## config.mk

```make
export PLATFORM = sky130hd
export DESIGN_NAME = id_stage_param_flat
export DESIGN_NICKNAME = d
export VERILOG_FILES = /design/src/rtl/id_stage_param_pkg.sv /design/src/rtl/id_stage_param_if.sv /design/src/rtl/id_stage_param_regfile_2r1w.sv /design/src/rtl/id_stage_param.sv /design/src/flat_wrapper.sv
export SDC_FILE = /design/constraint.sdc
export NUM_CORES = 1
export LEC_CHECK = 0
export CORE_AREA = 2 2 165 207
export CTS_CLUSTER_SIZE = 12
export DETAILED_ROUTE_END_ITERATION = 16
export DIE_AREA = 0 0 167 209
export PLACE_DENSITY_LB_ADDON = 0.25
export SKIP_LAST_GASP = 1
export SLEW_MARGIN = 20
export SYNTH_ARGS = -nofsm -noshare
export SYNTH_HDL_FRONTEND = slang
export SYNTH_SLANG_ARGS = --single-unit
```

## constraint.sdc

```tcl
create_clock -name clk -period 11 [get_ports clk]
set_clock_uncertainty 0.2 [all_clocks]
set_input_delay 1.1 -clock clk [delete_from_list [all_inputs] [get_ports clk]]
set_output_delay 1.1 -clock clk [all_outputs]
set_load 0.02 [all_outputs]
```

## src/rtl/id_stage_param_pkg.sv

```systemverilog
// Shared decode-stage definitions: control-word layout, source encodings,
// fixed register indices and the forwarding-source selector.
package id_stage_param_pkg;

    localparam int INST_W = 16;
    localparam int SIG_W  = 6;

    // Layout of the control word: {SRC1[1:0], SRC2, RegDst, ExtOp, ExtPlace}
    localparam int SIG_SRC1_LO  = 4;
    localparam int SIG_SRC2     = 3;
    localparam int SIG_REGDST   = 2;
    localparam int SIG_EXTOP    = 1;
    localparam int SIG_EXTPLACE = 0;

    localparam int R0_IDX       = 0;
    localparam int R7_IDX       = 7;
    localparam int LINK_REG_DEF = 7;

    typedef enum logic [1:0] {
        SRC1_INST = 2'b00,
        SRC1_ZERO = 2'b01,
        SRC1_R7   = 2'b10,
        SRC1_RSVD = 2'b11
    } src1_e;

    typedef enum logic [1:0] {
        FWD_RF  = 2'b00,
        FWD_MEM = 2'b01,
        FWD_EXE = 2'b10
    } fwd_sel_e;

endpackage

```

## src/rtl/id_stage_param_if.sv

```systemverilog
// Decode-stage bus: IF/ID inputs, later-stage tags/data, and the ID/EX outputs.
interface id_stage_param_if
    import id_stage_param_pkg::*;
#(
    parameter int DATA_W     = 16,
    parameter int REG_ADDR_W = 3
) ();

    logic [INST_W-1:0]     inst_id;
    logic [DATA_W-1:0]     pc_id;
    logic                  valid_id;
    logic [SIG_W-1:0]      signals;
    logic                  uses_a;
    logic                  uses_b;
    logic                  exe_wr;
    logic                  exe_is_load;
    logic [REG_ADDR_W-1:0] exe_dest;
    logic [DATA_W-1:0]     exe_result;
    logic                  mem_wr;
    logic [REG_ADDR_W-1:0] mem_dest;
    logic [DATA_W-1:0]     mem_data;
    logic                  wb_en;
    logic [REG_ADDR_W-1:0] wb_dest;
    logic [DATA_W-1:0]     wb_data;
    logic                  flush;

    logic                  stall_id;
    logic                  ex_valid;
    logic [DATA_W-1:0]     ex_a;
    logic [DATA_W-1:0]     ex_b;
    logic [DATA_W-1:0]     ex_imm;
    logic [REG_ADDR_W-1:0] ex_rd;
    logic [DATA_W-1:0]     ex_br_target;
    logic [DATA_W-1:0]     ex_j_target;
    logic                  ex_gt;
    logic                  ex_lt;
    logic                  ex_eq;

    modport master (
        output inst_id, pc_id, valid_id, signals, uses_a, uses_b,
               exe_wr, exe_is_load, exe_dest, exe_result,
               mem_wr, mem_dest, mem_data, wb_en, wb_dest, wb_data, flush,
        input  stall_id, ex_valid, ex_a, ex_b, ex_imm, ex_rd,
               ex_br_target, ex_j_target, ex_gt, ex_lt, ex_eq
    );

    modport slave (
        input  inst_id, pc_id, valid_id, signals, uses_a, uses_b,
               exe_wr, exe_is_load, exe_dest, exe_result,
               mem_wr, mem_dest, mem_data, wb_en, wb_dest, wb_data, flush,
        output stall_id, ex_valid, ex_a, ex_b, ex_imm, ex_rd,
               ex_br_target, ex_j_target, ex_gt, ex_lt, ex_eq
    );

endinterface

```

## src/rtl/id_stage_param_regfile_2r1w.sv

```systemverilog
// Register file with two combinational read ports and one clocked write port.
// R0 is hard-wired to zero; a same-cycle write is visible on the read ports.
module id_stage_param_regfile_2r1w #(
    parameter int DATA_W     = 16,
    parameter int REG_ADDR_W = 3
) (
    input  logic                  clk,
    input  logic                  reset,
    input  logic [REG_ADDR_W-1:0] rd_addr_a,
    input  logic [REG_ADDR_W-1:0] rd_addr_b,
    output logic [DATA_W-1:0]     rd_data_a,
    output logic [DATA_W-1:0]     rd_data_b,
    input  logic                  wr_en,
    input  logic [REG_ADDR_W-1:0] wr_addr,
    input  logic [DATA_W-1:0]     wr_data
);

    localparam int NUM_REGS = 2 ** REG_ADDR_W;

    logic [DATA_W-1:0] regs [NUM_REGS];
    logic              wr_live;

    assign wr_live = wr_en && (wr_addr != '0);

    always_ff @(posedge clk) begin
        if (reset) begin
            for (int i = 0; i < NUM_REGS; i++) begin
                regs[i] <= '0;
            end
        end else if (wr_live) begin
            regs[wr_addr] <= wr_data;
        end
    end

    always_comb begin
        rd_data_a = regs[rd_addr_a];
        rd_data_b = regs[rd_addr_b];
        if (wr_live && (wr_addr == rd_addr_a)) rd_data_a = wr_data;
        if (wr_live && (wr_addr == rd_addr_b)) rd_data_b = wr_data;
        if (rd_addr_a == '0) rd_data_a = '0;
        if (rd_addr_b == '0) rd_data_b = '0;
    end

endmodule

```

## src/rtl/id_stage_param.sv

```systemverilog
// Decode stage: register read with internal forwarding, load-use stall,
// immediate/target generation, signed compare, and the ID/EX register.
module id_stage_param
    import id_stage_param_pkg::*;
#(
    parameter int DATA_W     = 16,
    parameter int REG_ADDR_W = 3,
    parameter int IMM_W      = 8,
    parameter int LINK_REG   = LINK_REG_DEF
) (
    input logic        clk,
    input logic        reset,
    id_stage_param_if.slave bus
);

    src1_e                    src1_p0;
    logic [REG_ADDR_W-1:0]    ra_p0;
    logic [REG_ADDR_W-1:0]    rb_p0;
    logic [REG_ADDR_W-1:0]    rd_p0;
    logic [DATA_W-1:0]        rf_a_p0;
    logic [DATA_W-1:0]        rf_b_p0;
    fwd_sel_e                 sel_a_p0;
    fwd_sel_e                 sel_b_p0;
    logic [DATA_W-1:0]        op_a_p0;
    logic [DATA_W-1:0]        op_b_p0;
    logic signed [DATA_W-1:0] cmp_a_p0;
    logic signed [DATA_W-1:0] cmp_b_p0;
    logic [DATA_W-1:0]        imm_p0;
    logic                     stall_p0;
    logic                     unused_inst;

    logic                     vld_p1;
    logic [DATA_W-1:0]        a_p1;
    logic [DATA_W-1:0]        b_p1;
    logic [DATA_W-1:0]        imm_p1;
    logic [REG_ADDR_W-1:0]    rd_p1;
    logic [DATA_W-1:0]        br_p1;
    logic [DATA_W-1:0]        j_p1;
    logic                     gt_p1;
    logic                     lt_p1;
    logic                     eq_p1;

    function automatic fwd_sel_e pick_fwd(
        input logic [REG_ADDR_W-1:0] idx,
        input logic                  exe_wr,
        input logic                  exe_is_load,
        input logic [REG_ADDR_W-1:0] exe_dest,
        input logic                  mem_wr,
        input logic [REG_ADDR_W-1:0] mem_dest
    );
        if (idx == '0) return FWD_RF;
        if (exe_wr && !exe_is_load && (exe_dest == idx)) return FWD_EXE;
        if (mem_wr && (mem_dest == idx)) return FWD_MEM;
        return FWD_RF;
    endfunction

    function automatic logic [DATA_W-1:0] extend_imm(
        input logic [IMM_W-1:0] imm,
        input logic             ext_op,
        input logic             ext_place
    );
        if (ext_place) return {imm, {(DATA_W-IMM_W){1'b0}}};
        if (ext_op)    return {{(DATA_W-IMM_W){imm[IMM_W-1]}}, imm};
        return {{(DATA_W-IMM_W){1'b0}}, imm};
    endfunction

    // ---- Stage p0: decode, register read, forwarding, hazard ----
    assign src1_p0 = src1_e'(bus.signals[SIG_SRC1_LO +: 2]);

    always_comb begin
        ra_p0 = '0;
        case (src1_p0)
            SRC1_INST: ra_p0 = bus.inst_id[6 +: REG_ADDR_W];
            SRC1_R7:   ra_p0 = REG_ADDR_W'(R7_IDX);
            default:   ra_p0 = REG_ADDR_W'(R0_IDX);
        endcase
    end

    assign rb_p0 = bus.signals[SIG_SRC2]   ? bus.inst_id[3 +: REG_ADDR_W]
                                           : bus.inst_id[9 +: REG_ADDR_W];
    assign rd_p0 = bus.signals[SIG_REGDST] ? REG_ADDR_W'(LINK_REG)
                                           : bus.inst_id[9 +: REG_ADDR_W];

    id_stage_param_regfile_2r1w #(
        .DATA_W     (DATA_W),
        .REG_ADDR_W (REG_ADDR_W)
    ) u_regfile (
        .clk       (clk),
        .reset     (reset),
        .rd_addr_a (ra_p0),
        .rd_addr_b (rb_p0),
        .rd_data_a (rf_a_p0),
        .rd_data_b (rf_b_p0),
        .wr_en     (bus.wb_en),
        .wr_addr   (bus.wb_dest),
        .wr_data   (bus.wb_data)
    );

    assign sel_a_p0 = pick_fwd(ra_p0, bus.exe_wr, bus.exe_is_load, bus.exe_dest,
                               bus.mem_wr, bus.mem_dest);
    assign sel_b_p0 = pick_fwd(rb_p0, bus.exe_wr, bus.exe_is_load, bus.exe_dest,
                               bus.mem_wr, bus.mem_dest);

    always_comb begin
        op_a_p0 = rf_a_p0;
        op_b_p0 = rf_b_p0;
        case (sel_a_p0)
            FWD_EXE: op_a_p0 = bus.exe_result;
            FWD_MEM: op_a_p0 = bus.mem_data;
            default: op_a_p0 = rf_a_p0;
        endcase
        case (sel_b_p0)
            FWD_EXE: op_b_p0 = bus.exe_result;
            FWD_MEM: op_b_p0 = bus.mem_data;
            default: op_b_p0 = rf_b_p0;
        endcase
    end

    assign cmp_a_p0 = op_a_p0;
    assign cmp_b_p0 = op_b_p0;

    // A load in EXE cannot be forwarded yet; hold decode one cycle until it reaches MEM.
    assign stall_p0 = bus.valid_id && bus.exe_wr && bus.exe_is_load &&
                      (bus.exe_dest != '0) &&
                      ((bus.uses_a && (ra_p0 == bus.exe_dest)) ||
                       (bus.uses_b && (rb_p0 == bus.exe_dest)));

    assign imm_p0 = extend_imm(bus.inst_id[IMM_W-1:0], bus.signals[SIG_EXTOP],
                               bus.signals[SIG_EXTPLACE]);

    assign unused_inst = ^bus.inst_id[INST_W-1:12];

    // ---- Stage p1: ID/EX register ----
    always_ff @(posedge clk) begin
        if (reset) begin
            vld_p1 <= 1'b0;
            a_p1   <= '0;
            b_p1   <= '0;
            imm_p1 <= '0;
            rd_p1  <= '0;
            br_p1  <= '0;
            j_p1   <= '0;
            gt_p1  <= 1'b0;
            lt_p1  <= 1'b0;
            eq_p1  <= 1'b0;
        end else if (bus.flush || stall_p0) begin
            vld_p1 <= 1'b0;
        end else begin
            vld_p1 <= bus.valid_id;
            a_p1   <= op_a_p0;
            b_p1   <= op_b_p0;
            imm_p1 <= imm_p0;
            rd_p1  <= rd_p0;
            br_p1  <= bus.pc_id + imm_p0;
            j_p1   <= {bus.pc_id[DATA_W-1:12], bus.inst_id[11:0]};
            gt_p1  <= cmp_a_p0 >  cmp_b_p0;
            lt_p1  <= cmp_a_p0 <  cmp_b_p0;
            eq_p1  <= cmp_a_p0 == cmp_b_p0;
        end
    end

    assign bus.stall_id     = stall_p0;
    assign bus.ex_valid     = vld_p1;
    assign bus.ex_a         = a_p1;
    assign bus.ex_b         = b_p1;
    assign bus.ex_imm       = imm_p1;
    assign bus.ex_rd        = rd_p1;
    assign bus.ex_br_target = br_p1;
    assign bus.ex_j_target  = j_p1;
    assign bus.ex_gt        = gt_p1;
    assign bus.ex_lt        = lt_p1;
    assign bus.ex_eq        = eq_p1;

endmodule

```

## src/flat_wrapper.sv

```systemverilog
// flat-port wrapper written by rule: the top's interface ports become plain ports
module id_stage_param_flat import id_stage_param_pkg::*;
#(
    parameter int DATA_W     = 16,
    parameter int REG_ADDR_W = 3,
    parameter int IMM_W      = 8,
    parameter int LINK_REG   = LINK_REG_DEF
)
  (clk, reset, bus_inst_id, bus_pc_id, bus_valid_id, bus_signals, bus_uses_a, bus_uses_b, bus_exe_wr, bus_exe_is_load, bus_exe_dest, bus_exe_result, bus_mem_wr, bus_mem_dest, bus_mem_data, bus_wb_en, bus_wb_dest, bus_wb_data, bus_flush, bus_stall_id, bus_ex_valid, bus_ex_a, bus_ex_b, bus_ex_imm, bus_ex_rd, bus_ex_br_target, bus_ex_j_target, bus_ex_gt, bus_ex_lt, bus_ex_eq);
  id_stage_param_if #(.DATA_W(DATA_W), .REG_ADDR_W(REG_ADDR_W)) bus_i ();
  input logic clk;
  input logic reset;
  input wire logic [$bits(bus_i.inst_id)-1:0] bus_inst_id;
  input wire logic [$bits(bus_i.pc_id)-1:0] bus_pc_id;
  input wire logic [$bits(bus_i.valid_id)-1:0] bus_valid_id;
  input wire logic [$bits(bus_i.signals)-1:0] bus_signals;
  input wire logic [$bits(bus_i.uses_a)-1:0] bus_uses_a;
  input wire logic [$bits(bus_i.uses_b)-1:0] bus_uses_b;
  input wire logic [$bits(bus_i.exe_wr)-1:0] bus_exe_wr;
  input wire logic [$bits(bus_i.exe_is_load)-1:0] bus_exe_is_load;
  input wire logic [$bits(bus_i.exe_dest)-1:0] bus_exe_dest;
  input wire logic [$bits(bus_i.exe_result)-1:0] bus_exe_result;
  input wire logic [$bits(bus_i.mem_wr)-1:0] bus_mem_wr;
  input wire logic [$bits(bus_i.mem_dest)-1:0] bus_mem_dest;
  input wire logic [$bits(bus_i.mem_data)-1:0] bus_mem_data;
  input wire logic [$bits(bus_i.wb_en)-1:0] bus_wb_en;
  input wire logic [$bits(bus_i.wb_dest)-1:0] bus_wb_dest;
  input wire logic [$bits(bus_i.wb_data)-1:0] bus_wb_data;
  input wire logic [$bits(bus_i.flush)-1:0] bus_flush;
  output wire logic [$bits(bus_i.stall_id)-1:0] bus_stall_id;
  output wire logic [$bits(bus_i.ex_valid)-1:0] bus_ex_valid;
  output wire logic [$bits(bus_i.ex_a)-1:0] bus_ex_a;
  output wire logic [$bits(bus_i.ex_b)-1:0] bus_ex_b;
  output wire logic [$bits(bus_i.ex_imm)-1:0] bus_ex_imm;
  output wire logic [$bits(bus_i.ex_rd)-1:0] bus_ex_rd;
  output wire logic [$bits(bus_i.ex_br_target)-1:0] bus_ex_br_target;
  output wire logic [$bits(bus_i.ex_j_target)-1:0] bus_ex_j_target;
  output wire logic [$bits(bus_i.ex_gt)-1:0] bus_ex_gt;
  output wire logic [$bits(bus_i.ex_lt)-1:0] bus_ex_lt;
  output wire logic [$bits(bus_i.ex_eq)-1:0] bus_ex_eq;
  assign bus_i.inst_id = bus_inst_id;
  assign bus_i.pc_id = bus_pc_id;
  assign bus_i.valid_id = bus_valid_id;
  assign bus_i.signals = bus_signals;
  assign bus_i.uses_a = bus_uses_a;
  assign bus_i.uses_b = bus_uses_b;
  assign bus_i.exe_wr = bus_exe_wr;
  assign bus_i.exe_is_load = bus_exe_is_load;
  assign bus_i.exe_dest = bus_exe_dest;
  assign bus_i.exe_result = bus_exe_result;
  assign bus_i.mem_wr = bus_mem_wr;
  assign bus_i.mem_dest = bus_mem_dest;
  assign bus_i.mem_data = bus_mem_data;
  assign bus_i.wb_en = bus_wb_en;
  assign bus_i.wb_dest = bus_wb_dest;
  assign bus_i.wb_data = bus_wb_data;
  assign bus_i.flush = bus_flush;
  assign bus_stall_id = bus_i.stall_id;
  assign bus_ex_valid = bus_i.ex_valid;
  assign bus_ex_a = bus_i.ex_a;
  assign bus_ex_b = bus_i.ex_b;
  assign bus_ex_imm = bus_i.ex_imm;
  assign bus_ex_rd = bus_i.ex_rd;
  assign bus_ex_br_target = bus_i.ex_br_target;
  assign bus_ex_j_target = bus_i.ex_j_target;
  assign bus_ex_gt = bus_i.ex_gt;
  assign bus_ex_lt = bus_i.ex_lt;
  assign bus_ex_eq = bus_i.ex_eq;
  id_stage_param #(.DATA_W(DATA_W), .REG_ADDR_W(REG_ADDR_W), .IMM_W(IMM_W), .LINK_REG(LINK_REG)) u_core (.clk(clk), .reset(reset), .bus(bus_i));
endmodule
```

## After elaboration in Yosys (flattened, before gate mapping)

Memories as Yosys holds them, arrays and structs flattened.
Index checks and enable logic that the tools add are counted.

- Output and inout port bits: 88
- Bits in writable memories: 128
- Memories: 1
- Bits in registers: 87
- Logic and storage cells: 100

Memories:

| name | depth | bits a word | read ports | clocked after Yosys merged registers in | write ports | line | text |
|---|---|---|---|---|---|---|---|
| u_core.u_regfile.regs | 8 | 16 | 2 | 0 | 8 | id_stage_param_regfile_2r1w.sv:20 | `logic [DATA_W-1:0] regs [NUM_REGS];` |

- $lt $le $gt $ge: 2
- Muxes and demuxes: 48
- $add $sub $neg: 1
- Eq/ne operators: 14
- Reduce and logical (&&, ||, !) cells: 24

Operator list:

| cell | count |
|---|---|
| 2-to-1 mux 16 bit | 9 |
| case mux 16 bit (2 select lines) | 2 |
| equality test 3 bit | 8 |
| 2-to-1 mux 2 bit | 12 |
| 2-to-1 mux 1 bit | 21 |
| adder 16 bit | 1 |
| equality test 16 bit | 1 |
| > comparator 16 bit | 1 |
| less-than comparator 16 bit | 1 |
| OR reduction 16 bit | 1 |
| logical AND 1 bit | 14 |
| 2-to-1 mux 3 bit | 3 |
| equality test 2 bit (second input constant) | 3 |
| logical NOT 3 bit | 2 |
| case mux 3 bit (2 select lines) | 1 |
| nonzero test 3 bit | 2 |
| equality test 2 x 1 -> 1 bit (second input constant) | 2 |
| logical NOT 2 bit | 1 |
| logical OR 1 bit | 2 |
| OR reduction 2 bit | 1 |
| logical NOT 1 bit | 1 |

## Logic depth before layout (Yosys ltp)

Gate-level depths: netlist of run 1.

- Depth in word-level cells: 14
- Depth in mapped cells: 23
- Depth with buffers taken out: 18

## Hierarchy

Synthesis of run 1 repeated with hierarchy kept, for this count alone.

- Cell total of the unflattened synthesis: 1,258
- Area, all modules: 12,269.3 um^2

Modules (own cells, without submodules):

| module | times used | sequential area each (um^2) | area an instance (um^2) | cells each |
|---|---|---|---|---|
| id_stage_param_regfile_2r1w | 1 | 3,393.3 | 6,756.5 | 538 |
| id_stage_param | 1 | 1,741.7 | 5,512.8 | 720 |

## Least setup slack after synthesis of run 1

No wires, ideal clock.

- Kind: input port to flip-flop
- From: input port bus_signals[3]
- To: register u_core.lt_p1 (netlist: u_core.bus.ex_lt)
- Arrival: 5.110 ns
- Path slack: 5.611 ns
- Path buffers: 6
- Stages on the path: 22
- Cells stage by stage: buf_4 > mux2_2 > buf_2 > buf_2 > buf_2 > nor2_1 > o2111ai_1 > nor2_1 > and2_1 > ha_1 > clkbuf_1 > clkbuf_1 > a221oi_1 > a31oi_1 > nand4_1 > o22a_1 > ha_1 > a21oi_1 > o21ai_0 > a221o_1 > o32a_1 > a211oi_2

- Longest elaborated chain between the ends: 12
- Elaborated cells between the ends (all ways): 31
- Those cells by class: 1 x order compare; 6 x eq/ne; 15 x mux; 8 x reduce/logical; 1 x memory

Ends and longest elaborated chain:

| element | line | text |
|---|---|---|
| start, declared | flat_wrapper.sv:16 | `input wire logic [$bits(bus_i.signals)-1:0] bus_signals;` |
| 2-to-1 mux 3 bit (*) | id_stage_param.sv:79 | `assign rb_p0 = bus.signals[SIG_SRC2] ? bus.inst_id[3 +: REG_ADDR_W]` |
| equality test 3 bit | id_stage_param.sv:53 | `if (mem_wr && (mem_dest == idx)) return FWD_MEM;` |
| logical AND 1 bit | id_stage_param.sv:53 |  |
| 2-to-1 mux 1 bit (2 in a row) | id_stage_param.sv:53 |  |
| 2-to-1 mux 1 bit | id_stage_param.sv:52 | `if (exe_wr && !exe_is_load && (exe_dest == idx)) return FWD_EXE;` |
| 2-to-1 mux 2 bit | id_stage_param.sv:54 | `return FWD_RF;` |
| 2-to-1 mux 2 bit | id_stage_param.sv:53 |  |
| 2-to-1 mux 2 bit | id_stage_param.sv:52 |  |
| equality test 2 x 1 -> 1 bit / equality test 2 bit (equally long branches) | id_stage_param.sv:112 | `case (sel_b_p0)` |
| case mux 16 bit (2 select lines) | id_stage_param.sv:112 |  |
| less-than comparator 16 bit | id_stage_param.sv:157 | `lt_p1 <= cmp_a_p0 < cmp_b_p0;` |
| end signal, assigned | id_stage_param.sv:157 |  |
| end, declared | id_stage_param.sv:40 | `logic lt_p1;` |

Every way passes the cells marked *; elsewhere a longest branch is shown, timed or not. The select of a mux whose other input is x is not followed.
A chain may end at the register's enable or synchronous reset.

## Worst setup path in the final report of run 1

- From: input port bus_signals[3]
- To: register u_core.gt_p1 (netlist: u_core.bus.ex_gt)

- Longest elaborated chain between the ends: 12
- Elaborated cells between the ends (all ways): 31
- Those cells by class: 1 x order compare; 6 x eq/ne; 15 x mux; 8 x reduce/logical; 1 x memory

Ends and longest elaborated chain:

| element | line | text |
|---|---|---|
| 2-to-1 mux 3 bit (*) | id_stage_param.sv:79 |  |
| equality test 3 bit | id_stage_param.sv:53 |  |
| logical AND 1 bit | id_stage_param.sv:53 |  |
| 2-to-1 mux 1 bit (2 in a row) | id_stage_param.sv:53 |  |
| 2-to-1 mux 1 bit | id_stage_param.sv:52 |  |
| 2-to-1 mux 2 bit | id_stage_param.sv:54 |  |
| 2-to-1 mux 2 bit | id_stage_param.sv:53 |  |
| 2-to-1 mux 2 bit | id_stage_param.sv:52 |  |
| equality test 2 x 1 -> 1 bit / equality test 2 bit (equally long branches) | id_stage_param.sv:112 |  |
| case mux 16 bit (2 select lines) | id_stage_param.sv:112 |  |
| > comparator 16 bit | id_stage_param.sv:156 | `gt_p1 <= cmp_a_p0 > cmp_b_p0;` |
| end signal, assigned | id_stage_param.sv:156 |  |
| end, declared | id_stage_param.sv:39 | `logic gt_p1;` |

Marked as above.

==> results of run 1 <==
## metrics by stage
step	cell area, µm²	instances	hold WS (ps)	util (%)
after floorplan	13100	1391	333	-
after global placement	15300	1920	252	46.1
after detailed placement	15300	1920	272	46.1
after CTS	16100	1966	280	48.6
after global routing	16100	1967	294	48.6
final	16100	1967	274	48.6
## synthesized netlist by cell type (15+ instances only)
cell	count	share of area [%]
nand3_1	39	1.5
mux2i_1	56	4.3
and2_1	115	5.5
dfxtp_1	87	13
o21ai_0	60	2.3
nor2b_1	29	1.4
edfxtp_1	128	29
clkbuf_1	75	2.2
or3_1	17	0.82
a31oi_1	31	1.5
xnor2_1	16	1.1
ha_1	35	3.4
inv_1	23	0.66
o211ai_1	22	1.3
nand4_1	15	0.72
a211oi_2	15	1.4
a22oi_1	34	2.0
a21oi_1	42	1.6
nor2_1	100	2.9
nand2_1	162	4.7
a221oi_1	25	1.7
nor3_1	24	0.92
mux4_2	20	3.5
buf_2	28	1.1
## layer usage
layer  vias up  routed length [µm]  GRT usage [%]  part of all wire [%]
li1       5387                   -              -                     -
met1      5514               18000           32.1                    41
met2       516               21300           41.6                    49
met3        71                3290           3.30                   7.6
met4         0                1040           7.82                   2.4
met5         -                   0              0                     0
## worst register-to-register path, delay by kind of cell (launching register included)
| kind | cells | cell delay, ps |
|---|---|---|
| adders and majority gates | 1 | 330 |
| and+or+nand+nor | 4 | 630 |
| muxes | 1 | 470 |
| DFF | 1 | 380 |
| AOI/OAI and AO/OA | 7 | 1350 |
## area by class of cell
| cell class | count | share of cell area (%) |
|---|---|---|
| sequential | 215 | 34.7 |
| clock buffer | 39 | 4.58 |
| clock inverter | 7 | 0.482 |
| timing repair buffer | 218 | 13.0 |
| inverter | 23 | 0.536 |
| multi-input combinational | 1041 | 43.4 |
| tap | 423 | 3.29 |
| antenna | 1 | 0.0155 |
## state kept, by name, indices dropped and copies added, names as in the netlist
register / cells
u_core.bus.ex_eq: 1
u_core.bus.ex_br_target: 16
u_core.bus.ex_a: 16
u_core.bus.ex_rd: 3
u_core.u_regfile.regs: 128
u_core.bus.ex_valid: 1
u_core.bus.ex_lt: 1
u_core.bus.ex_j_target: 16
u_core.bus.ex_imm: 16
u_core.bus.ex_gt: 1
u_core.bus.ex_b: 16
## power breakdown
group          total (mW)  switching (mW)  internal, mW
sequential          0.944          0.0322         0.912
clock               0.841           0.354         0.487
combinational       0.531           0.308         0.222
## worst paths after layout
path | from | endpoint | cells after the start
worst max-delay path | bus_signals[3] | u_core.bus.ex_gt | 17
worst min-delay path | u_core.bus.ex_gt | u_core.bus.ex_gt | 2
worst max register to register | u_core.u_regfile.regs[2][11] | u_core.bus.ex_gt | 13
worst min register to register | u_core.bus.ex_gt | u_core.bus.ex_gt | 2
## cell families after synthesis
group,after synthesis,synth area share (%)
fa+ha+maj,36,3.51
flops,215,42.8
compound gates,334,18.6
mux,79,8.03
xor+xnor,19,1.28
simple gates,557,21.4
buf+inv,135,4.36
other cells,1,0.0288
==> out/results.tsv, run 1 <==
stage	metric	value	unit
synthesis	yosys_warnings	0	
power	cellLeakagePower	6.05	nW
timing	setup_viol	0	
detailed_routing	post_drt_wl_per_cell	22.2	µm
setup_path	max_stage_delay	900	ps
timing	min_period	6860	ps
power	powerDensity	144	nW/µm²
detailed_routing	wl	43.6	mm
setup_path	slowest_stage	and2_0	
synthesis	synth_seq_area_share	42.8	%
power	vdd_drop_max	0.000112	V
synthesis	synth-seq-cells	215	
final_layout	layout_commonest_cell	clkdlybuf4s50_1	
floorplanning	pin_count	193	
detailed_routing	routed_via_density	5.84	
synthesis	async_flop_share	0	%
synthesis	synth_cells	1376	
clocking	htreeDepth	1	
global_routing	grt_pass1_vias	11229	
clocking	clk_latency	570	ps
timing	fmax	0.146	GHz
placed_design	routabilityCongestion	0.892	
synthesis	syn-cell-area	13000	µm²
final_layout	multiInputGateArea	6990	µm²
timing	hold_viol_final	0	
detailed_routing	via_count	11488	
clocking	ctsHoldBuffers	0	
global_routing	grt_max_degree	65	
setup_path	reg2reg_slack	7510	ps
timing	rsz0062_at_grt	false	
floorplanning	fp.dieArea	34900	µm²
global_routing	antenna_found_initial	2	
synthesis	synth-main-ff-cell	edfxtp_1	
min_path	hp-class	flop to flop	
timing	fin_crit_sh	62.4	%
setup_path	cp_cell_sequence	clkdlybuf4s50_1, mux2i_1, and2_0, nand2_1, nand2b_1, ha_1, a221oi_1, a31oi_1, nand4_1, o22a_1, ha_1, a21oi_1, o21ai_0, a221o_1, o32a_1, nand4_1, o21ai_0	
floorplanning	fp.dieH	209	µm
floorplanning	coreArea	33100	µm²
clocking	clock-sinks	215	
clocking	cts_tree	built	
clocking	cts_resized	0	
setup_path	cp_top_family	simple AND/OR/NAND/NOR gates	
clocking	clk_path_buf_depth	3	
synthesis	synth_area_per_cell	9.48	µm²
final_layout	final_cell_mix	184 x clkdlybuf4s50_1, 162 x nand2_1, 128 x edfxtp_1	
timing	slew_viol_final	0	
detailed_routing	antenna_left	0	
synthesis	synth_edf_count	128	
timing	tightest_slew	1120	ps
setup_path	worstPathRequired	11220	ps
detailed_routing	firstDrtPassIters	5	
clocking	cts_buffers	25	
clocking	cts.clk_slew.worst_paths	60	ps
timing	finalWorstSetupSlack	4140	ps
detailed_routing	drc	0	
setup_path	path_buf_inv	1	
final_layout	drive_gt1_share	9.01	%
detailed_routing	drt_iter0_drc	1165	
setup_path	critPathMaxFanout	16	
power	total_power	2.32	mW
global_routing	grt_use_total	24.4	%
flow_run	maxCapViolCount	0	
final_layout	synthToLayoutAreaGrowth	23.5	%
synthesis	ys_types	77	
floorplanning	fp.dieW	167	µm
setup_path	arrival	7080	ps
clocking	cts_setup_buffers	0	
global_routing	grt-ovfl-total	0	
clocking	root_buffer	clkbuf_16	
timing	slew_headroom	24.5	%
placed_design	io_buffer_count	188	
final_layout	nets	1665	
placed_design	post-dp-hpwl	30.5	mm
floorplanning	row_count	75	
setup_path	critical_path_class	primary input to flop	
outcome	status	finished clean	
final_layout	fillers	3052	
final_layout	seq_area	5590	µm²
floorplanning	start_util	39.4	%
timing	setup_tns	0	ps
setup_path	start_kind	primary input	
placed_design	pre_cts_ws	3660	ps
setup_path	end_kind	flop	
global_routing	grt_pass1_wl	66.7	mm
Power figures use the tool's default switching activity.
==> run 2: changes to the inputs <==
Clock period 11 ns to 6.4 ns, I/O delays scaled along.
==> run 2 against run 1 <==
  * Clock power increased by 63%
  * Cell count rose by 0.41%
  * Sequential power grew 72%
  * Global-route usage about the same
  * Combinational power is 73% higher
  * Core utilization increased by 0.057 points
  * Critical path depth up 2
  * Critical endpoint unchanged
  * Sequential cell count unchanged
  * Largest cell class unchanged
  * Setup slack worse by 3200 ps
  * Sequential share of layout area barely moved
  * Cell area rose by 0.12%
==> out/results.tsv, run 2 (same netlist as run 1, synthesis figures left out) <==
stage	metric	value	unit	change
global_routing	grt_max_degree	67		was 65
setup_path	cp_top_family	compound AO/OA/AOI/OAI gates		was simple AND/OR/NAND/NOR gates
detailed_routing	firstDrtPassIters	8		was 5
detailed_routing	drc	0		unchanged
outcome	status	finished clean		unchanged
timing	hold_ws	259	ps	was 274 ps
setup_path	end_kind	flop		unchanged
placed_design	io_buffer_count	188		unchanged
global_routing	grt_pass1_vias	11064		was 11,229
detailed_routing	wl_met3	3.09	mm	was 3.29 mm
clocking	cts_buffers	24		was 25
timing	slew_viol_final	0		unchanged
timing	setup_viol	0		unchanged
setup_path	worstPathRequired	6610	ps	was 11,220 ps
timing	fmax	0.184	GHz	
global_routing	antenna_found_initial	1		was 2
final_layout	drive_gt1_share	9.15	%	was 9.01%
clocking	clk_path_buf_depth	3		unchanged
min_path	hold_end	u_core.bus.ex_gt		unchanged
detailed_routing	top_layer	met4		unchanged
clocking	cts_setup_buffers	0		unchanged
setup_path	start_kind	primary input		unchanged
final_layout	fillers	3046		was 3,052
final_layout	regMostFlops	u_core.u_regfile.regs		unchanged
detailed_routing	wl_met2	21.3	mm	about the same
clocking	root_buffer	clkbuf_16		unchanged
timing	setup_tns	0	ps	unchanged
setup_path	arrival	5640	ps	was 7080 ps
power	powerDensity	242	nW/µm²	was 144 nW/µm²
min_path	hp-class	flop to flop		unchanged
floorplanning	start_util	39.4	%	unchanged
clocking	clk_latency	550	ps	was 570 ps
setup_path	critical_path_class	primary input to flop		unchanged
detailed_routing	wl	43.7	mm	was 43.6 mm
clocking	htreeDepth	1		unchanged
floorplanning	fp.dieW	167	µm	unchanged
floorplanning	coreArea	33100	µm²	unchanged
placed_design	post-dp-hpwl	30.8	mm	was 30.5 mm
power	vdd_drop_max	0.000186	V	was 0.000112 V
min_path	worstHoldStart	u_core.bus.ex_gt		unchanged
final_layout	final_cell_mix	184 x clkdlybuf4s50_1, 162 x nand2_1, 128 x edfxtp_1		unchanged
final_layout	final_core_util	48.7	%	was 48.6%
final_layout	multiInputGateArea	6990	µm²	about the same
floorplanning	fp.dieH	209	µm	unchanged
detailed_routing	antenna_left	0		unchanged
setup_path	reg2reg_slack	2830	ps	was 7510 ps
flow_run	maxCapViolCount	0		unchanged
clocking	ctsHoldBuffers	0		unchanged
min_path	hold_depth	2		unchanged
timing	hold_viol_final	0		unchanged
final_layout	synthToLayoutAreaGrowth	23.6	%	was 23.5%
final_layout	seq_area	5590	µm²	unchanged
setup_path	r2r_end	u_core.bus.ex_gt		unchanged
final_layout	layout_commonest_cell	clkdlybuf4s50_1		unchanged
floorplanning	pin_count	193		unchanged
clocking	cts.clk_slew.worst_paths	60	ps	about the same
timing	rsz0062_at_grt	false		unchanged
clocking	cts_tree	built		unchanged
detailed_routing	routed_via_density	5.81		was 5.84
timing	fin_crit_sh	84.9	%	
power	cellLeakagePower	6.06	nW	was 6.05 nW
timing	tightest_slew	970	ps	was 1120 ps
global_routing	grt_use_total	24.5	%	was 24.4%
placed_design	routabilityCongestion	0.926		was 0.892
clocking	cts_resized	0		unchanged
floorplanning	row_count	75		unchanged
placed_design	placed_cell_area	15400	µm²	was 15,300 µm²
setup_path	max_stage_delay	750	ps	was 900 ps
global_routing	grt-ovfl-total	0		unchanged
timing	slew_headroom	34.9	%	was 24.5%
setup_path	cp_cell_sequence	clkdlybuf4s50_1, mux2i_1, xnor2_1, nor3_1, nand3b_1, nand2b_1, inv_1, ha_1, a221oi_1, a31oi_1, nand4_1, o22a_1, ha_1, a21oi_1, o21ai_0, a221o_1, o32a_1, nand4_1, o21ai_0		was clkdlybuf4s50_1, mux2i_1, and2_0, nand2_1, nand2b_1, ha_1, a221oi_1, a31oi_1, nand4_1, o22a_1, ha_1, a21oi_1, o21ai_0, a221o_1, o32a_1, nand4_1, o21ai_0
floorplanning	fp.dieArea	34900	µm²	unchanged
setup_path	r2r-start	u_core.u_regfile.regs[2][11]		unchanged
final_layout	nets	1676		was 1,665
final_layout	final_area	16100	µm²	about the same
detailed_routing	via_count	11477		was 11,488
setup_path	path_buf_inv	2		was 1
power	total_power	3.91	mW	was 2.32 mW
final_layout	antenna_cells	0		was 1
detailed_routing	drt_iter0_drc	1239		was 1,165
timing	min_period	5430	ps	
detailed_routing	post_drt_wl_per_cell	22.1	µm	was 22.2 µm
clocking	clock-sinks	215		unchanged
detailed_routing	met1_length	18.2	mm	was 18.0 mm
setup_path	r2r_cells	13		unchanged
setup_path	critPathMaxFanout	16		unchanged
setup_path	slowest_stage	clkdlybuf4s50_1		was and2_0
final_layout	largest_reg_flops	128		unchanged
global_routing	grt_pass1_wl	66.6	mm	was 66.7 mm
-- run 2: cell count changes in the layout (fill, tap and decap cells not counted), sizes merged --
cell,previous run,this run
inv,26,23
clkbuf,39,38
buf,34,46
diode,1,0
clkinv,3,4
-- run 2: power breakdown --
group / switching, mW / total, mW / internal (mW)
logic: 0.531 / 0.918 / 0.388
clock network: 0.583 / 1.37 / 0.783
registers: 0.0561 / 1.62 / 1.57
-- run 2: worst min-delay path, cell delays in order (launching register included) --
cell     delay [ps]
dfxtp_1         310
nand2_1          50
o21ai_0          60
-- run 2: routing by layer --
| layer | vias to the layer above | track usage [%] |
|---|---|---|
| met5 | - | 0 |
| met4 | 0 | 7.37 |
| met3 | 78 | 3.45 |
| met2 | 504 | 41.8 |
| met1 | 5498 | 32.1 |
| li1 | 5397 | - |
-- run 2: per-stage QoR --
step	worst slack (ps)	std cells
floorplan	1470	1391
global placement	606	1932
detailed placement	469	1932
CTS	1050	1975
global route	625	1975
finish	969	1975
-- run 2: final cells by class --
class / instances / area share [%]
clock buffer: 38 / 4.28
clock inverter: 5 / 0.404
inverter: 23 / 0.536
tap: 423 / 3.28
multi-input combinational: 1041 / 43.3
sequential: 215 / 34.6
timing repair buffer: 230 / 13.5
-- run 2: worst max-delay path by stage --
stage	startpoint	end	depth (start not counted)
after floorplan	bus_signals[3]	u_core.bus.ex_lt	22
after global placement	bus_signals[3]	u_core.bus.ex_gt	19
after detailed placement	bus_signals[3]	u_core.bus.ex_gt	19
after CTS	bus_signals[3]	u_core.bus.ex_gt	19
after global routing	bus_signals[3]	u_core.bus.ex_gt	18
final	bus_signals[3]	u_core.bus.ex_gt	19
==> run 3: changes to the inputs <==
Clock period 6.4 ns to 5.62 ns, I/O delays scaled along.
==> run 3 against run 2 <==
  * Cell area rose by 0.82%
  * Combinational power rose by 15%
  * Sequential power rose by 14%
  * Critical path depth fell by 1
  * Highest routed layer unchanged
  * First-iteration DRC count rose by 0.81%
  * Wire length rose by 1.1%
  * Register-to-register slack got worse by 720 ps
  * Global-route usage rose by 0.55 points
  * Clock power rose by 13%
  * Cell count rose by 0.71%
==> out/results.tsv, run 3 (same netlist as run 1, synthesis figures left out) <==
stage	metric	value	unit	change
outcome	status	finished clean		unchanged
timing	hold_viol_final	0		unchanged
clocking	clock-sinks	215		unchanged
power	vdd_drop_max	0.000198	V	was 0.000186 V
power	p_int	3.11	mW	was 2.74 mW
placed_design	placed_cell_area	15500	µm²	was 15,400 µm²
clocking	clk_path_buf_depth	3		unchanged
clocking	ctsHoldBuffers	0		unchanged
clocking	cts_tree	built		unchanged
floorplanning	pin_count	193		unchanged
final_layout	drive_gt1_share	10.0	%	was 9.15%
setup_path	end_kind	flop		unchanged
clocking	cts_setup_buffers	0		unchanged
final_layout	antenna_cells	0		unchanged
min_path	hold_end	u_core.bus.ex_j_target[6]		was u_core.bus.ex_gt
final_layout	regMostFlops	u_core.u_regfile.regs		unchanged
clocking	cts_buffers	25		was 24
final_layout	synthToLayoutAreaGrowth	24.7	%	was 23.6%
detailed_routing	antenna_left	0		unchanged
floorplanning	coreArea	33100	µm²	unchanged
global_routing	grt_max_degree	128		was 67
timing	setup_viol	0		unchanged
setup_path	r2r_end	u_core.bus.ex_gt		unchanged
timing	slew_headroom	30.0	%	was 34.9%
timing	fin_crit_sh	87.4	%	
clocking	cts.clk_slew.worst_paths	60	ps	about the same
setup_path	critPathMaxFanout	9		was 16
final_layout	layout_commonest_cell	clkdlybuf4s50_1		unchanged
power	cellLeakagePower	6.14	nW	was 6.06 nW
final_layout	final_cell_mix	184 x clkdlybuf4s50_1, 162 x nand2_1, 128 x edfxtp_1		unchanged
power	power.switching	1.34	mW	was 1.17 mW
detailed_routing	wl	44.2	mm	was 43.7 mm
clocking	clk_latency	560	ps	was 550 ps
flow_run	maxCapViolCount	0		unchanged
global_routing	grt_pass1_wl	68.0	mm	was 66.6 mm
power	pwr-share-clk	34.7	%	was 35.0%
setup_path	r2r_cells	13		unchanged
final_layout	largest_reg_flops	128		unchanged
setup_path	critical_path_class	primary input to flop		unchanged
detailed_routing	routed_via_density	5.77		was 5.81
floorplanning	fp.dieW	167	µm	unchanged
clocking	root_buffer	clkbuf_16		unchanged
final_layout	nets	1688		was 1,676
min_path	hp-class	primary input to flop		was flop to flop
timing	rsz0062_at_grt	false		unchanged
placed_design	post-dp-hpwl	31.2	mm	was 30.8 mm
power	swShare	30.1	%	was 29.9%
min_path	hold_depth	3		was 2
timing	fmax	0.204	GHz	
timing	setup_tns	0	ps	unchanged
final_layout	final_area	16300	µm²	was 16,100 µm²
global_routing	grt-ovfl-total	0		unchanged
placed_design	routabilityCongestion	0.926		about the same
power	powerDensity	274	nW/µm²	was 242 nW/µm²
setup_path	r2r-start	u_core.u_regfile.regs[2][9]		was u_core.u_regfile.regs[2][11]
detailed_routing	drt_iter0_drc	1249		was 1,239
clocking	htreeDepth	1		unchanged
power	pwr-share-comb	23.7	%	was 23.5%
floorplanning	fp.dieArea	34900	µm²	unchanged
global_routing	antenna_found_initial	1		unchanged
timing	slew_viol_final	0		unchanged
timing	min_period	4910	ps	
setup_path	worstSetupStartpoint	bus_signals[3]		unchanged
power	seqPwrFrac	41.5	%	about the same
detailed_routing	post_drt_wl_per_cell	22.2	µm	was 22.1 µm
detailed_routing	firstDrtPassIters	6		was 8
floorplanning	row_count	75		unchanged
setup_path	arrival	5130	ps	was 5640 ps
placed_design	io_buffer_count	188		unchanged
detailed_routing	drc	0		unchanged
setup_path	start_kind	primary input		unchanged
global_routing	grt_use_total	25.0	%	was 24.5%
global_routing	grt_pass1_vias	11480		was 11,064
setup_path	worstPathRequired	5840	ps	was 6610 ps
min_path	worstHoldStart	bus_inst_id[6]		was u_core.bus.ex_gt
floorplanning	fp.dieH	209	µm	unchanged
floorplanning	start_util	39.4	%	unchanged
clocking	cts_resized	0		unchanged
timing	tightest_slew	1050	ps	was 970 ps
setup_path	reg2reg_slack	2110	ps	was 2830 ps
detailed_routing	via_count	11474		was 11,477
[run 3: critical path: stages]
cell and delay (ps):
clkdlybuf4s50_1 580, mux2i_1 470, and2_0 250, nor2_1 50, o2111ai_1 190, nor2_1 90
and2_1 170, ha_1 400, a221oi_1 550, a31oi_1 90, nand4_1 180, o22a_1 240
ha_1 270, and4_1 210, a221o_1 310, o32a_1 320, nand4_1 90, o21ai_0 80
[run 3: final cells by class]
type,count,area [µm²]
multi-input cells,1041,6990
flip-flops and latches,215,5590
inverters,23,86.3
well taps,423,529
clock inverters,13,80.1
fillers,3103,16900
repair buffers,241,2290
clock buffers,33,697
[run 3: stage by stage]
step | setup WS, ps | power [mW] | util, % | std cells | hold WS [ps]
finish | 707 | 4.45 | 49.1 | 1989 | 179
detailed placement | 185 | 2.93 | 46.7 | 1943 | 260
floorplan | 769 | 2.49 | - | 1391 | 333
global placement | 252 | 2.91 | 46.7 | 1943 | 252
CTS | 742 | 4.48 | 49.1 | 1989 | 172
global route | 500 | 4.64 | 49.1 | 1989 | 208
[run 3: worst max path at each step]
stage                             endpoint  slack (ps)  cells after the start
after detailed placement  u_core.bus.ex_gt         180                     20
after global routing      u_core.bus.ex_gt         500                     19
after floorplan           u_core.bus.ex_lt         770                     22
final                     u_core.bus.ex_gt         710                     18
after global placement    u_core.bus.ex_gt         250                     20
after CTS                 u_core.bus.ex_gt         740                     20
[run 3: power groups by stage]
stage	clock, mW	sequential [mW]	combinational, mW
2_1_floorplan	0	1.93	0.560
3_3_place_gp	0	1.87	1.03
3_5_place_dp	0	1.88	1.05
4_1_cts	1.58	1.85	1.05
5_1_grt	1.63	1.86	1.14
6_report	1.55	1.85	1.06
[run 3: metal layers]
metal  global-route usage [%]  vias to the layer above  part of all wire (%)
li1                         -                     5409                     -
met1                     32.6                     5503                    42
met2                     42.7                      476                    48
met3                     3.62                       86                   6.9
met4                     8.29                        0                   2.7
met5                        0                        -                     0
